## src/rtl/s3g_host_framer.sv

```systemverilog
// S3G host framer: emits START_BYTE, length, payload and CRC-8/Maxim to a UART tx port, one byte per tx_done.
// Optional S3G_FRAMER_GAP_EN inserts GAP_CYCLES idle cycles after each tx_done before the next byte.
module s3g_host_framer #(
    parameter int         MAX_LEN    = 32,
    parameter logic [7:0] START_BYTE = 8'hD5
`ifdef S3G_FRAMER_GAP_EN
    ,
    parameter int         GAP_CYCLES = 16
`endif
) (
    input  logic       clk,
    input  logic       rst,
    input  logic       pkt_start,
    input  logic [7:0] pkt_len,
    input  logic [7:0] pl_data,
    input  logic       pl_valid,
    output logic       pl_ready,
    output logic [7:0] tx_data,
    output logic       tx_wr,
    input  logic       tx_done,
    output logic       busy,
    output logic       pkt_done,
    output logic       pkt_err
);

    typedef enum logic [2:0] {IDLE, HDR, LEN, PL_GET, PL_SEND, CRC, WAIT, FIN} state_t;

    localparam logic [8:0] MAX_LEN_W = 9'(MAX_LEN);

    state_t     state, state_nxt, ret;
    logic [7:0] len, remaining, crc;
    logic       len_ok, wait_adv;

    function automatic logic [7:0] crc8(input logic [7:0] c, input logic [7:0] b);
        logic [7:0] r;
        r = c ^ b;
        for (int i = 0; i < 8; i++)
            r = r[0] ? ((r >> 1) ^ 8'h8C) : (r >> 1);
        return r;
    endfunction

    assign len_ok = (pkt_len != 8'd0) && ({1'b0, pkt_len} <= MAX_LEN_W);

`ifdef S3G_FRAMER_GAP_EN
    logic        gapping;
    logic [15:0] gap_cnt;

    // The last byte's tx_done goes straight to FIN; all others sit out the gap first.
    assign wait_adv = (ret == FIN) ? tx_done : (gapping && gap_cnt == 16'd0);

    always_ff @(posedge clk or posedge rst) begin
        if (rst) begin
            gapping <= 1'b0;
            gap_cnt <= 16'd0;
        end else if (state == WAIT && tx_done && !gapping && ret != FIN) begin
            gapping <= 1'b1;
            gap_cnt <= 16'(GAP_CYCLES);
        end else if (gapping) begin
            if (gap_cnt == 16'd0) gapping <= 1'b0;
            else                  gap_cnt <= gap_cnt - 16'd1;
        end
    end
`else
    assign wait_adv = tx_done;
`endif

    always_ff @(posedge clk or posedge rst) begin
        if (rst) state <= IDLE;
        else     state <= state_nxt;
    end

    always_comb begin
        state_nxt = state;
        unique case (state)
            IDLE:    if (pkt_start && len_ok) state_nxt = HDR;
            HDR,
            LEN,
            PL_SEND,
            CRC:     state_nxt = WAIT;
            PL_GET:  if (pl_valid) state_nxt = PL_SEND;
            WAIT:    if (wait_adv) state_nxt = ret;
            FIN:     state_nxt = IDLE;
            default: state_nxt = IDLE;
        endcase
    end

    // tx_data is loaded on the transition into each emitting state so tx_wr can follow directly from state.
    always_ff @(posedge clk or posedge rst) begin
        if (rst) begin
            tx_data   <= 8'd0;
            len       <= 8'd0;
            remaining <= 8'd0;
            crc       <= 8'd0;
            ret       <= IDLE;
            pkt_err   <= 1'b0;
        end else begin
            pkt_err <= (state == IDLE) && pkt_start && !len_ok;
            unique case (state)
                IDLE: if (pkt_start && len_ok) begin
                    len       <= pkt_len;
                    remaining <= pkt_len;
                    crc       <= 8'd0;
                    tx_data   <= START_BYTE;
                end
                HDR:     ret <= LEN;
                LEN:     ret <= PL_GET;
                PL_GET: if (pl_valid) begin
                    tx_data   <= pl_data;
                    crc       <= crc8(crc, pl_data);
                    remaining <= remaining - 8'd1;
                end
                PL_SEND: ret <= (remaining != 8'd0) ? PL_GET : CRC;
                CRC:     ret <= FIN;
                WAIT: if (wait_adv) begin
                    if (ret == LEN)      tx_data <= len;
                    else if (ret == CRC) tx_data <= crc;
                end
                default: ;
            endcase
        end
    end

    always_comb begin
        tx_wr    = (state == HDR) || (state == LEN) || (state == PL_SEND) || (state == CRC);
        pl_ready = (state == PL_GET);
        busy     = (state != IDLE);
        pkt_done = (state == FIN);
    end

endmodule

```

## config.mk

```make
export PLATFORM = sky130hd
export DESIGN_NAME = s3g_host_framer
export DESIGN_NICKNAME = d
export VERILOG_FILES = /design/src/rtl/s3g_host_framer.sv
export SDC_FILE = /design/constraint.sdc
export NUM_CORES = 1
export LEC_CHECK = 0
export CAP_MARGIN = 20
export CORE_AREA = 2 2 68 70
export DETAILED_ROUTE_END_ITERATION = 8
export DIE_AREA = 0 0 70 72
export DONT_BUFFER_PORTS = 1
export MAX_ROUTING_LAYER = met4
export PLACE_DENSITY = 0.68
export SYNTH_ARGS = -nofsm -noshare
export SYNTH_HDL_FRONTEND = slang
export SYNTH_SLANG_ARGS = --single-unit
```

## constraint.sdc

```tcl
create_clock -name clk -period 3.6 [get_ports clk]
set_clock_uncertainty 0.05 [all_clocks]
set_input_delay 0 -clock clk [delete_from_list [all_inputs] [get_ports clk]]
set_output_delay 0 -clock clk [all_outputs]
set_load 0.02 [all_outputs]
```

==> Word-level counts from Yosys, hierarchy flattened <==
Cells that the tools add are included.
{ "totals": {"reg_bits": 39} }
{ "classes": {"add_sub_neg": 1, "order_cmp": 1, "n_eq_ne": 13, "muxes": 26, "bitwise_logic": 9, "n_reduce_logical": 20} }
{ "op_table": {"columns": ["operator", "count"], "rows": [
  ["$mux 8", 17],
  ["$pmux 8 s2", 2],
  ["$not 2->3", 8],
  ["$pmux 8 s3", 1],
  ["$reduce_bool 8->1", 2],
  ["$eq 3x3->1 const B", 5],
  ["$pmux 3 s5", 1],
  ["$mux 3", 4],
  ["$pmux 3 s4", 1],
  ["$eq 3x2->1 const B", 3],
  ["$le 8x6->1 const B", 1],
  ["$sub 8x1->8 const B", 1],
  ["$xor 8x8->8", 1],
  ["$reduce_and 3->1", 2],
  ["$reduce_bool 3->1", 2],
  ["$reduce_and 5->1", 1],
  ["$logic_and 1x1->1", 4],
  ["$ne 2x2->1 const B", 2],
  ["$reduce_bool 4->1", 1],
  ["$reduce_or 4->1", 1],
  ["$eq 3x1->1 const B", 1],
  ["$logic_not 3->1", 1],
  ["$logic_or 1x1->1", 3],
  ["$ne 3x3->1 const B", 1],
  ["4 further kinds", 4]
]} }

==> Longest topological paths before layout <==
{ "logic_depth": {"ltp_word": 19, "ltp_mapped": 7, "mapped_depth_nobuf": 6} }

==> Worst setup path after synthesis <==
No wires, ideal clock.
{ "synth_path": {"path_kind": "register to register", "start": "register state[2]", "end": "register tx_data[0]", "arrival_ns": 1.805, "required_time_ns": 3.425, "slack_ns": 1.620, "path_stages_with_launch": 8, "path_buffers": 2, "cell_sequence": "dfrtp_1 clkbuf_1 nand3b_1 and2_0 clkbuf_1 a21oi_1 o21ai_2 mux2_2"} }
{ "synth_between": {"elab_chain_cells": 3, "word_cells_on_any_way": 10} }
{ "synth_rtl": {"columns": ["element", "line", "text"], "rows": [
  ["from (decl)", "30", "state_t state, state_nxt, ret;"],
  ["from (signal assigned)", "69", "else state <= state_nxt;"],
  ["$eq 3x3->1 (tied with other cells)", "98", "unique case (state)"],
  ["$ne 3x3->1 (no source line) (tied with other cells)", null, null],
  ["$reduce_and 5->1 (no source line)", null, null],
  ["to (signal assigned)", "108", "tx_data <= pl_data;"],
  ["to (signal assigned)", "115", "if (ret == LEN) tx_data <= len;"],
  ["to (signal assigned)", "116", "else if (ret == CRC) tx_data <= crc;"],
  ["to (decl)", "18", "output logic [7:0] tx_data,"]
]} }
Several ways; a longest one is shown, not always the timed one.
A chain may end at the register's enable or synchronous reset.

==> Final worst setup path <==
{ "layout_path": {"start": "register state[0]", "end": "register crc[0]"} }
{ "layout_between": {"elab_chain_cells": 3, "word_cells_on_any_way": 7} }
{ "layout_rtl": {"columns": ["element", "line", "text"], "rows": [
  ["$eq 3x2->1 / $logic_not 3->1 (equally long branches)", "98", null],
  ["$ne 2x2->1 (no source line) (tied with other cells)", null, null],
  ["$reduce_and 3->1 (no source line)", null, null],
  ["to (signal assigned)", "109", "crc <= crc8(crc, pl_data);"],
  ["to (decl)", "31", "logic [7:0] len, remaining, crc;"]
]} }
Several ways; a longest one is shown, not always the timed one.

==> metrics <==
fin area around 0.0026 sq mm; main combinational cell family by area after synthesis compound AO/OA/AOI/OAI gates; initial detailed-routing violation count approximately 200; CTS sink count 39; first-pass GRT wire length around 9.0 mm; Final #Nets 270; # DRC 0; Final ANT Viol Nets 0; Cell variety after synth 42; Placer Congestion approximately 0.9; Finished Layout Cells 300; Worst Setup SP state[0]; Pwr Total ~2.3 mW; Top FF cell, synth dfrtp_1; I/O pin count 34; mux cell area share after synthesis 0.105; Slew headroom 0.443; EDFF count, synth 0; Setup-failing EPs final 0; crit path to crc[0]; largest net degree at the start of global routing 40; internal reg-to-reg setup slack 1.19 ns; Die ar. ~0.005 sq mm; Synth Area in Adders 0.0111; post-CTS sizing 0; Initial Util 0.528; CTS clk-pin slew, worst paths around 0.080 ns; Synth Area in XOR/XNOR 0.0894; start of the worst register-to-register path state[0]; CTS tree done; CP Data Required Time approximately 3.7 ns; Die H 72 um; GRT overflow 0; Setup CP Type reg -> reg; Synth Area in Compound Gates 0.182; Hold WC Path Type in -> reg; fillers 378; RSZ-0062 raised after global routing no; Final Util 0.614; Synth Cell Area between 0.002 and 0.0025 sq mm; quantity of I/O buffers inserted on ports 0; CP startpoint kind flop; Synth warnings 0; GRT Total Usage 0.236; worst slew pin tran 0.833 ns; Leakage 1.07 nW; placed inst area about 0.0023 sq mm; DR vias/cell ~6.1; Worst Min Path Start pkt_len[7]; Die W around 70 um; core outline area around 0.0043 sq mm; total CTS buffers 5; status complete, no violations; average cell area after synthesis 9.88 sq um; row count 24; Setup TNS 0 ns; fin crit period between 2 and 2.5 ns; initial antenna violation count 0; period utilisation layout 0.669; detailed placement HPWL approximately 3.6 mm; share of layout cells above drive strength 1 0.129; flops & latches, synth 39; syn_nets around 250; placed cells about 270; CP endpoint kind flop; vias in the first global route between 1500 and 2000; sequential fraction of the synthesis area 0.433; H-Tree Depth 2; maximum fanout along the worst path 12; final antenna diode count 0; Arrival @ worst endpoint about 2.5 ns; Syn-to-layout area delta 16.2%; WL/cell 18.1 um; R2R depth 5; Clock Tree Buf Depth 2; Max-Cap Viols 0; Clk Latency, worst-skew pair 0.29 ns; routed wire length between 5 and 6 mm; final count of pins violating max slew 0; final hold violations 0; Achievable Freq approximately 420 MHz; VDD IR-drop max approximately 0.33 mV; Reg-to-Reg End crc[0]; Post-Synth Simple-Gate Area 0.138; Syn Inst Count ~230; vias about 1800; Pre-Repair DR Iteration Count 5; PwrDens between 800 and 900 mW/mm^2; asr flop ratio synth 1.00; CTS root buf clkbuf_8
-- placed cells by master, fill, tap and decap left out, drive strengths merged, types with 2 or more instances in the layout --
cell and instances:
a21oi 13, a22oi 2, a32o 2, and3 2, buf 6, clkbuf 5, clkinv 2, dfrtp 39
dlygate4sd3 20, ha 2, inv 9, mux2 14, mux2i 8, nand2 13, nand2b 5, nand3b 4
nor2 11, nor2b 4, nor3 5, nor3b 2, nor4 3, nor4b 2, o21a 2, o21ai 19
o22ai 9, o2bb2ai 9, xnor2 18, xor2 5
-- worst max-delay path, stage by stage, from the launching register on --
cell	delay, ns
dfrtp_1	0.49
nor2_1	0.25
nand3b_1	0.20
nor4_4	0.63
nand2b_1	0.32
mux2_2	0.36
-- report_power, final --
group	total (mW)	switching, mW	internal, mW	leakage [nW]
logic	1.04	0.550	0.493	0.527
registers	0.848	0.234	0.614	0.484
clock network	0.370	0.164	0.206	0.0581
total	2.26	0.947	1.31	1.07
-- cell type report --
cell class | instances | area, sq um | area share
Tap cell | 52 | 65.1 | 0.0249
Clock inverter | 3 | 43.8 | 0.0167
Sequential cell | 39 | 976 | 0.373
Timing Repair Buffer | 26 | 245 | 0.0937
Clock buffer | 5 | 68.8 | 0.0263
Inverter | 9 | 33.8 | 0.0129
Multi-Input combinational cell | 166 | 1180 | 0.453
-- registers in the layout, summed over array words and instances, names as in the netlist --
signal and flops:
crc 8, len 8, remaining 8, tx_data 8, ret 3, state 3, pkt_err 1
-- how the worst min path moves through the flow --
| stage | to | slack (ns) | cells after the start |
|---|---|---|---|
| finish | pkt_err | 0.02 | 4 |
| global route | pkt_err | 0.02 | 4 |
| CTS | pkt_err | 0.02 | 4 |
| detailed placement | len[7] | 0.002 | 2 |
| global placement | tx_data[7] | -0.004 | 2 |
| floorplan | len[0] | 0.08 | 2 |
-- synth_stat cells (4+ instances only) --
| library cell | count | area share |
|---|---|---|
| a21oi_1 | 13 | 0.029 |
| nand2_1 | 13 | 0.022 |
| nor2b_1 | 4 | 0.011 |
| nand2b_1 | 5 | 0.014 |
| nor3_1 | 5 | 0.011 |
| mux2i_1 | 8 | 0.036 |
| nand3b_1 | 4 | 0.013 |
| o21ai_0 | 18 | 0.040 |
| mux2_2 | 14 | 0.070 |
| o22ai_1 | 9 | 0.025 |
| o2bb2ai_1 | 9 | 0.035 |
| inv_1 | 9 | 0.015 |
| clkbuf_1 | 9 | 0.015 |
| xnor2_1 | 18 | 0.070 |
| xor2_1 | 5 | 0.019 |
| dfrtp_1 | 39 | 0.43 |
| nor2_1 | 11 | 0.018 |
-- kinds of logic (layout without fill, tap and decap cells) --
logic type | count (synthesis) | in the layout
multiplexers | 22 | 22
AND/OR/NAND/NOR | 56 | 56
XOR/XNOR | 23 | 23
buffers and inverters | 23 | 43
AO/OA/AOI/OAI | 63 | 63
adder cells (fa/ha/maj) | 2 | 2
flip-flops | 39 | 39
-- metal layers --
metal | wire, um | vias to the layer above | track usage | share of wire
li1 | - | 859 | - | -
met1 | 2500 | 897 | 0.306 | 0.46
met2 | 2590 | 60 | 0.366 | 0.48
met3 | 224 | 12 | 0.0403 | 0.041
met4 | 99 | 0 | 0.109 | 0.018
met5 | 0 | - | - | 0
-- per-stage QoR --
step | setup WS, ns | hold slack (ns)
after floorplan | 1.62 | 0.0842
after global placement | 1.22 | -0.00407
after detailed placement | 1.24 | 0.00248
after CTS | 1.21 | 0.0176
after global routing | 0.984 | 0.0169
final | 1.19 | 0.0214
-- repair_timing --
item / in CTS / in global routing
endpoints found under the hold margin: 67 / 0
hold buffers: 20 / 0
setup buffers: 0 / 0
(Power assumes the default switching activity.)
